**src/rtl/bitworks_pkg.sv**
```systemverilog
// Shared types for the NAND-built logic pipeline.
package bitworks_pkg;

  localparam int unsigned LOGIC_OP_W = 3;
  localparam int unsigned OCC_W      = 2;

  // Operation select for the logic unit
  typedef enum logic [LOGIC_OP_W-1:0] {
    OP_NOT  = 3'd0,
    OP_NAND = 3'd1,
    OP_AND  = 3'd2,
    OP_OR   = 3'd3,
    OP_NOR  = 3'd4,
    OP_XOR  = 3'd5,
    OP_XNOR = 3'd6,
    OP_PASS = 3'd7
  } logic_op_e;

  // Buffer occupancy: nothing, main only, main plus skid
  typedef enum logic [OCC_W-1:0] {
    OCC_EMPTY = 2'd0,
    OCC_MAIN  = 2'd1,
    OCC_FULL  = 2'd2
  } occ_e;

endpackage

```
**src/rtl/myNAND.sv**
```systemverilog
// Two-input NAND primitive; every boolean function in the unit is built from it.
module myNAND (
  input  logic i_a,
  input  logic i_b,
  output logic o_y_c
);

  assign o_y_c = ~(i_a & i_b);

endmodule

```
**src/rtl/nand_logic_slice.sv**
```systemverilog
// One bit of the logic unit: all eight ops from NAND gates, selected by op.
module nand_logic_slice
  import bitworks_pkg::*;
(
  input  logic      i_a,
  input  logic      i_b,
  input  logic_op_e i_op,
  output logic      o_y_c
);

  logic w_not_a;
  logic w_not_b;
  logic w_nand;
  logic w_and;
  logic w_or;
  logic w_nor;
  logic w_xor_l;
  logic w_xor_r;
  logic w_xor;
  logic w_xnor;
  logic w_pass;

  myNAND u_not_a (.i_a(i_a),     .i_b(i_a),     .o_y_c(w_not_a));
  myNAND u_not_b (.i_a(i_b),     .i_b(i_b),     .o_y_c(w_not_b));
  myNAND u_nand  (.i_a(i_a),     .i_b(i_b),     .o_y_c(w_nand));
  myNAND u_and   (.i_a(w_nand),  .i_b(w_nand),  .o_y_c(w_and));
  myNAND u_or    (.i_a(w_not_a), .i_b(w_not_b), .o_y_c(w_or));
  myNAND u_nor   (.i_a(w_or),    .i_b(w_or),    .o_y_c(w_nor));

  // Classic four-gate XOR: the shared A NAND B term feeds both halves
  myNAND u_xor_l (.i_a(i_a),     .i_b(w_nand),  .o_y_c(w_xor_l));
  myNAND u_xor_r (.i_a(i_b),     .i_b(w_nand),  .o_y_c(w_xor_r));
  myNAND u_xor   (.i_a(w_xor_l), .i_b(w_xor_r), .o_y_c(w_xor));
  myNAND u_xnor  (.i_a(w_xor),   .i_b(w_xor),   .o_y_c(w_xnor));
  myNAND u_pass  (.i_a(w_not_a), .i_b(w_not_a), .o_y_c(w_pass));

  // Select the requested function
  always_comb begin
    o_y_c = 1'b0;
    case (i_op)
      OP_NOT:  o_y_c = w_not_a;
      OP_NAND: o_y_c = w_nand;
      OP_AND:  o_y_c = w_and;
      OP_OR:   o_y_c = w_or;
      OP_NOR:  o_y_c = w_nor;
      OP_XOR:  o_y_c = w_xor;
      OP_XNOR: o_y_c = w_xnor;
      OP_PASS: o_y_c = w_pass;
      default: o_y_c = 1'b0;
    endcase
  end

endmodule

```
**src/rtl/nand_logic_pipe.sv**
```systemverilog
// One-cycle pipelined N-bit NAND logic unit with valid/ready, skid buffer
// and a saturating transfer counter.
module nand_logic_pipe
  import bitworks_pkg::*;
#(
  parameter int unsigned WIDTH   = 8,
  parameter int unsigned COUNT_W = 16
) (
  input  logic                  clk,
  input  logic                  reset,
  input  logic [WIDTH-1:0]      inA,
  input  logic [WIDTH-1:0]      inB,
  input  logic [LOGIC_OP_W-1:0] inOp,
  input  logic                  inValid,
  output logic                  inReady,
  output logic [WIDTH-1:0]      outY,
  output logic                  outValid,
  input  logic                  outReady,
  output logic                  outZero,
  output logic [COUNT_W-1:0]    outCount,
  input  logic                  inClear
);

  occ_e               r_state;
  occ_e               w_state_nxt;
  logic               r_out_valid;
  logic               r_in_ready;
  logic [WIDTH-1:0]   r_main;
  logic [WIDTH-1:0]   r_skid;
  logic [COUNT_W-1:0] r_count;
  logic [WIDTH-1:0]   w_result;
  logic               w_accept;
  logic               w_emit;
  logic               w_load_main_in;
  logic               w_load_main_skid;
  logic               w_load_skid;
  logic_op_e          w_op;

  assign w_op     = logic_op_e'(inOp);
  assign w_accept = inValid && r_in_ready;
  assign w_emit   = r_out_valid && outReady;

  // Bitwise datapath: one NAND slice per result bit
  for (genvar g = 0; g < WIDTH; g++) begin : g_slice
    nand_logic_slice u_slice (
      .i_a   (inA[g]),
      .i_b   (inB[g]),
      .i_op  (w_op),
      .o_y_c (w_result[g])
    );
  end

  // Occupancy state register
  always_ff @(posedge clk) begin
    if (reset) begin
      r_state <= OCC_EMPTY;
    end else begin
      r_state <= w_state_nxt;
    end
  end

  // Next occupancy and buffer load controls
  always_comb begin
    w_state_nxt      = r_state;
    w_load_main_in   = 1'b0;
    w_load_main_skid = 1'b0;
    w_load_skid      = 1'b0;
    case (r_state)
      OCC_EMPTY: begin
        if (w_accept) begin
          w_load_main_in = 1'b1;
          w_state_nxt    = OCC_MAIN;
        end
      end
      OCC_MAIN: begin
        if (w_emit) begin
          if (w_accept) begin
            w_load_main_in = 1'b1;
          end else begin
            w_state_nxt = OCC_EMPTY;
          end
        end else if (w_accept) begin
          w_load_skid = 1'b1;
          w_state_nxt = OCC_FULL;
        end
      end
      OCC_FULL: begin
        // inReady is low here, so only a drain can happen
        if (w_emit) begin
          w_load_main_skid = 1'b1;
          w_state_nxt      = OCC_MAIN;
        end
      end
      default: begin
        w_state_nxt = OCC_EMPTY;
      end
    endcase
  end

  // Registered handshake flags, derived from the next occupancy
  always_ff @(posedge clk) begin
    if (reset) begin
      r_out_valid <= 1'b0;
      r_in_ready  <= 1'b1;
    end else begin
      r_out_valid <= (w_state_nxt != OCC_EMPTY);
      r_in_ready  <= (w_state_nxt != OCC_FULL);
    end
  end

  // Main and skid data registers
  always_ff @(posedge clk) begin
    if (reset) begin
      r_main <= '0;
      r_skid <= '0;
    end else begin
      if (w_load_main_in) begin
        r_main <= w_result;
      end else if (w_load_main_skid) begin
        r_main <= r_skid;
      end
      if (w_load_skid) begin
        r_skid <= w_result;
      end
    end
  end

  // Saturating output-handshake counter; clear wins over a same-cycle count
  always_ff @(posedge clk) begin
    if (reset) begin
      r_count <= '0;
    end else if (inClear) begin
      r_count <= '0;
    end else if (w_emit && (r_count != {COUNT_W{1'b1}})) begin
      r_count <= r_count + COUNT_W'(1);
    end
  end

  assign inReady  = r_in_ready;
  assign outValid = r_out_valid;
  assign outY     = r_main;
  assign outCount = r_count;
  assign outZero  = (r_main == '0);

endmodule

```
**config.mk**
```make
export PLATFORM = sky130hd
export DESIGN_NAME = nand_logic_pipe
export DESIGN_NICKNAME = d
export VERILOG_FILES = /design/src/rtl/bitworks_pkg.sv /design/src/rtl/myNAND.sv /design/src/rtl/nand_logic_slice.sv /design/src/rtl/nand_logic_pipe.sv
export SDC_FILE = /design/constraint.sdc
export NUM_CORES = 1
export LEC_CHECK = 0
export CAP_MARGIN = 0
export CORE_MARGIN = 1.5
export CORE_UTILIZATION = 42
export CTS_CLUSTER_SIZE = 24
export DETAILED_ROUTE_END_ITERATION = 12
export PLACE_DENSITY = 0.76
export REMOVE_ABC_BUFFERS = 1
export SYNTH_ARGS = -nofsm -noshare
export SYNTH_HDL_FRONTEND = slang
export SYNTH_SLANG_ARGS = --single-unit
```
**constraint.sdc**
```tcl
create_clock -name clk -period 2.1 [get_ports clk]
set_clock_uncertainty 0.1 [all_clocks]
set_input_delay 0.315 -clock clk [delete_from_list [all_inputs] [get_ports clk]]
set_output_delay 0.315 -clock clk [all_outputs]
set_load 0.1 [all_outputs]
```
==> results.toml, run 1 <==
[synthesis]
ys_top_cells_by_count = "sky130_fd_sc_hd__nand2_1 (40), sky130_fd_sc_hd__dfxtp_1 (36), sky130_fd_sc_hd__nor2_1 (26), sky130_fd_sc_hd__inv_1 (22), sky130_fd_sc_hd__ha_1 (17)"
yosysWarningCount = 0
synth-edff-count = 0
synthesis.instances = 319
yosysTopAreaCell = "sky130_fd_sc_hd__dfxtp_1"
ys_dominant_reg_cell = "sky130_fd_sc_hd__dfxtp_1"
synth_area_um2 = 2540
post_synthesis_mux_area_share = 0.0340
post_synthesis_xor_xnor_area_fraction = 0.0345
share_of_synthesized_flip_flops_with_an_asynchronous_set_or_reset = 0
synth_top_family_by_area = "simple AND/OR/NAND/NOR gates"
synth_seq_area_share = 0.284
synth.ff_latch_count = 36
synth.top_cell.area_share = 0.284
synth_compound_gate_area_share = 0.227
ys_top_cells_by_area = "sky130_fd_sc_hd__dfxtp_1 (28%), sky130_fd_sc_hd__ha_1 (8.4%), sky130_fd_sc_hd__nand2_1 (5.9%)"
synth.avg_cell_area_um2 = 7.97
yosysMostFrequentCell = "sky130_fd_sc_hd__nand2_1"
synthAdderAreaFrac = 0.0837
synth_cell_types = 62
post_synthesis_simple_gate_area_fraction = 0.265

[clock_tree]
post_cts.resized_instances = 0
post-cts-setup-buffers = 0
clock-root-buffer = "sky130_fd_sc_hd__clkbuf_8"
numCtsBuffers = 5
clock_latency_ns = 0.29
cts_tree = "built"
cts_max_path_buffers = 2
holdBufCountCts = 0
number_of_h_tree_levels = 2
path_clk_slew_ns = 0.07
cts.sink_count = 36

[global_routing]
grt_max_degree = 29
number_of_antenna_violations_at_the_first_check_in_global_routing = 0
grt_pass1_vias = 2242
grt_overflow = 0
globalRouteTotalUtil = 0.185
grt_pass1_wl_mm = 9.73

[setup_path]
setup.worst_path.start_class = "register"
worstPathMaxFanout = 3
cp_slowest_stage_delay_ns = 0.56
cp_data_required_time_ns = 1.68
cp_top_family = "simple AND/OR/NAND/NOR gates"
crit_buf_inv = 1
timing.critical_path.to_type = "output port"
crit-reg2reg-capture = "outCount[13]$_SDFFE_PP0P_"
regToRegStartpoint = "outCount[0]$_SDFFE_PP0P_"
reg2regPathDepth = 6
regToRegSetupSlack_ns = 0.43
critPathLaunch = "outY[4]$_SDFFE_PP0P_"
crit_path_cell_trace = "or4_1 > nor2_1 > buf_12"
critical_path.slowest_cell = "sky130_fd_sc_hd__or4_1"
cp_data_arrival_time_ns = 1.57
worstSetupPathType = "reg2out"

[route]
vias_per_cell = 5.32
ant_nets = 0
initialDrtViolationCount = 127
routed_wirelength_mm = 5.85
vias = 2483
dr.pass1.iters = 4
post_drt_wl_per_cell_um = 12.5
detail_route.drc_violations = 0

[placement]
place_congestion = 0.852
detailedPlacementHpwl_mm = 4.57
place_inst = 459
port_buffers = 50

[final_layout]
drive_gt1_frac = 0.214
finalNonFillerCells = 467
fill_cells = 533
insertedDiodeCount = 0
layout.nets = 432
syn2layout_area_growth_pct = 31.1
final_util = 0.566

[status]
run_status = "finished, final reports clean"

[die]
die-height_um = 80.8
row_count = 28
floorplan.die.width_um = 80.8
initial_core_util = 0.432
area_of_the_die_um2 = 6530
boundaryPins = 51
placeableCoreArea_um2 = 5890

[min_path]
hp-class = "reg2reg"
hold-path-cell-count = 2
worstHoldEndpoint = "r_skid[6]$_SDFFE_PP0P_"
holdCritStartpoint = "r_skid[6]$_SDFFE_PP0P_"

[power_and_ir_drop]
power_switching_share = 0.370
p_int_w = 0.00126
power.net_switching_w = 0.000741
clock_power_share = 0.252
cellLeakagePower_nw = 1.44
power-per-cell-area_nw_per_um2 = 600
pwr-share-comb = 0.367
power.ir.vdd_worst_mv = 0.535
power.sequential.fraction = 0.381

[sta]
period_needed_ns = 1.99
setup-violations-final = 0
max_slew.worst_pin.slew_ns = 0.746
finalHoldViolCount = 0
relSlewSlack = 0.501
layout_worst_path_cycle_share = 0.947
unrepaired_setup_endpoints_after_global_routing = "false"
max_clock_freq_ghz = 0.503
final_max_slew_viol_count = 0

[job]
cap_viol_max_count = 0
how the worst max path moves through the flow:
stage	endpoint	slack [ns]	depth (start not counted)
final	outZero	0.11	3
after global routing	outZero	0.06	3
after CTS	outZero	0.10	3
after detailed placement	r_skid[4]$_SDFFE_PP0P_	-0.12	8
after global placement	r_skid[4]$_SDFFE_PP0P_	-0.07	8
after floorplan	outZero	-0.86	2
sequential cells by signal, indices dropped and copies added (netlist names):
| register | cells |
|---|---|
| outValid | 1 |
| outY | 8 |
| outCount | 16 |
| r_state | 2 |
| inReady | 1 |
| r_skid | 8 |
stage by stage:
step / TNS [ns] / worst slack (ns) / area (um2) / hold WS [ns] / power (W)
5_1_grt: 0 / 0.0557 / 3330 / 0.393 / 0.00210
3_3_place_gp: -0.258 / -0.0742 / 3240 / 0.335 / 0.00149
3_5_place_dp: -0.708 / -0.118 / 3240 / 0.343 / 0.00151
2_1_floorplan: -3.75 / -0.859 / 2440 / 0.281 / 0.00124
6_report: 0 / 0.112 / 3330 / 0.355 / 0.00200
4_1_cts: 0 / 0.101 / 3330 / 0.358 / 0.00201
kinds of logic (layout without fill, tap and decap cells):
group / after synthesis / after routing
simple gates: 130 / 130
flops: 36 / 36
buf+inv: 39 / 112
mux: 6 / 6
fa+ha+maj: 17 / 17
compound gates: 81 / 81
xor+xnor: 10 / 10
cells in the final DEF, fill, tap and decap left out, types with 4 or more instances in the layout:
cell	instances
sky130_fd_sc_hd__a21oi_1	16
sky130_fd_sc_hd__inv_1	22
sky130_fd_sc_hd__o21ai_0	12
sky130_fd_sc_hd__xor2_1	6
sky130_fd_sc_hd__o211ai_1	6
sky130_fd_sc_hd__ha_1	17
sky130_fd_sc_hd__a31oi_1	4
sky130_fd_sc_hd__nor2_1	26
sky130_fd_sc_hd__nand2b_1	7
sky130_fd_sc_hd__clkbuf_8	6
sky130_fd_sc_hd__nand2_1	40
sky130_fd_sc_hd__nor3_1	10
sky130_fd_sc_hd__nand3_1	13
sky130_fd_sc_hd__o21ai_1	6
sky130_fd_sc_hd__buf_4	55
sky130_fd_sc_hd__clkdlybuf4s50_1	23
sky130_fd_sc_hd__dfxtp_1	36
sky130_fd_sc_hd__xnor2_1	4
sky130_fd_sc_hd__and2_1	4
cell type report:
| type | count | area (um2) | area share |
|---|---|---|---|
| Timing Repair Buffer | 81 | 703 | 0.211 |
| Clock buffer | 8 | 90.1 | 0.0270 |
| Sequential cell | 36 | 721 | 0.216 |
| Inverter | 23 | 86.3 | 0.0259 |
| Tap cell | 75 | 93.8 | 0.0282 |
| Multi-Input combinational cell | 244 | 1640 | 0.492 |
power by group through the flow:
| stage | clock [W] | combinational (W) | sequential, W |
|---|---|---|---|
| after CTS | 0.000512 | 0.000734 | 0.000761 |
| after detailed placement | 0 | 0.000732 | 0.000776 |
| final | 0.000505 | 0.000734 | 0.000762 |
| after global routing | 0.000548 | 0.000785 | 0.000766 |
| after floorplan | 0 | 0.000275 | 0.000969 |
| after global placement | 0 | 0.000720 | 0.000775 |
metal layers:
layer	track usage	vias to the layer above	wire, um
met3	0.0292	8	190
met1	0.239	1146	2860
met4	0.0534	0	76
met2	0.318	48	2730
met5	0	-	0
li1	-	1281	-
tightest hold or removal path: stages, from the launching register on:
cell and delay, ns:
sky130_fd_sc_hd__dfxtp_1 0.33, sky130_fd_sc_hd__nand2_1 0.04, sky130_fd_sc_hd__o21ai_0 0.05
Note: power is estimated with default switching activity, not from simulation.
==> inputs of run 2 (changes only) <==
SKIP_CTS_REPAIR_TIMING = 1   (was not set)
==> results of run 2 <==
Final layout, timing and power as in run 1 (identical DEF).
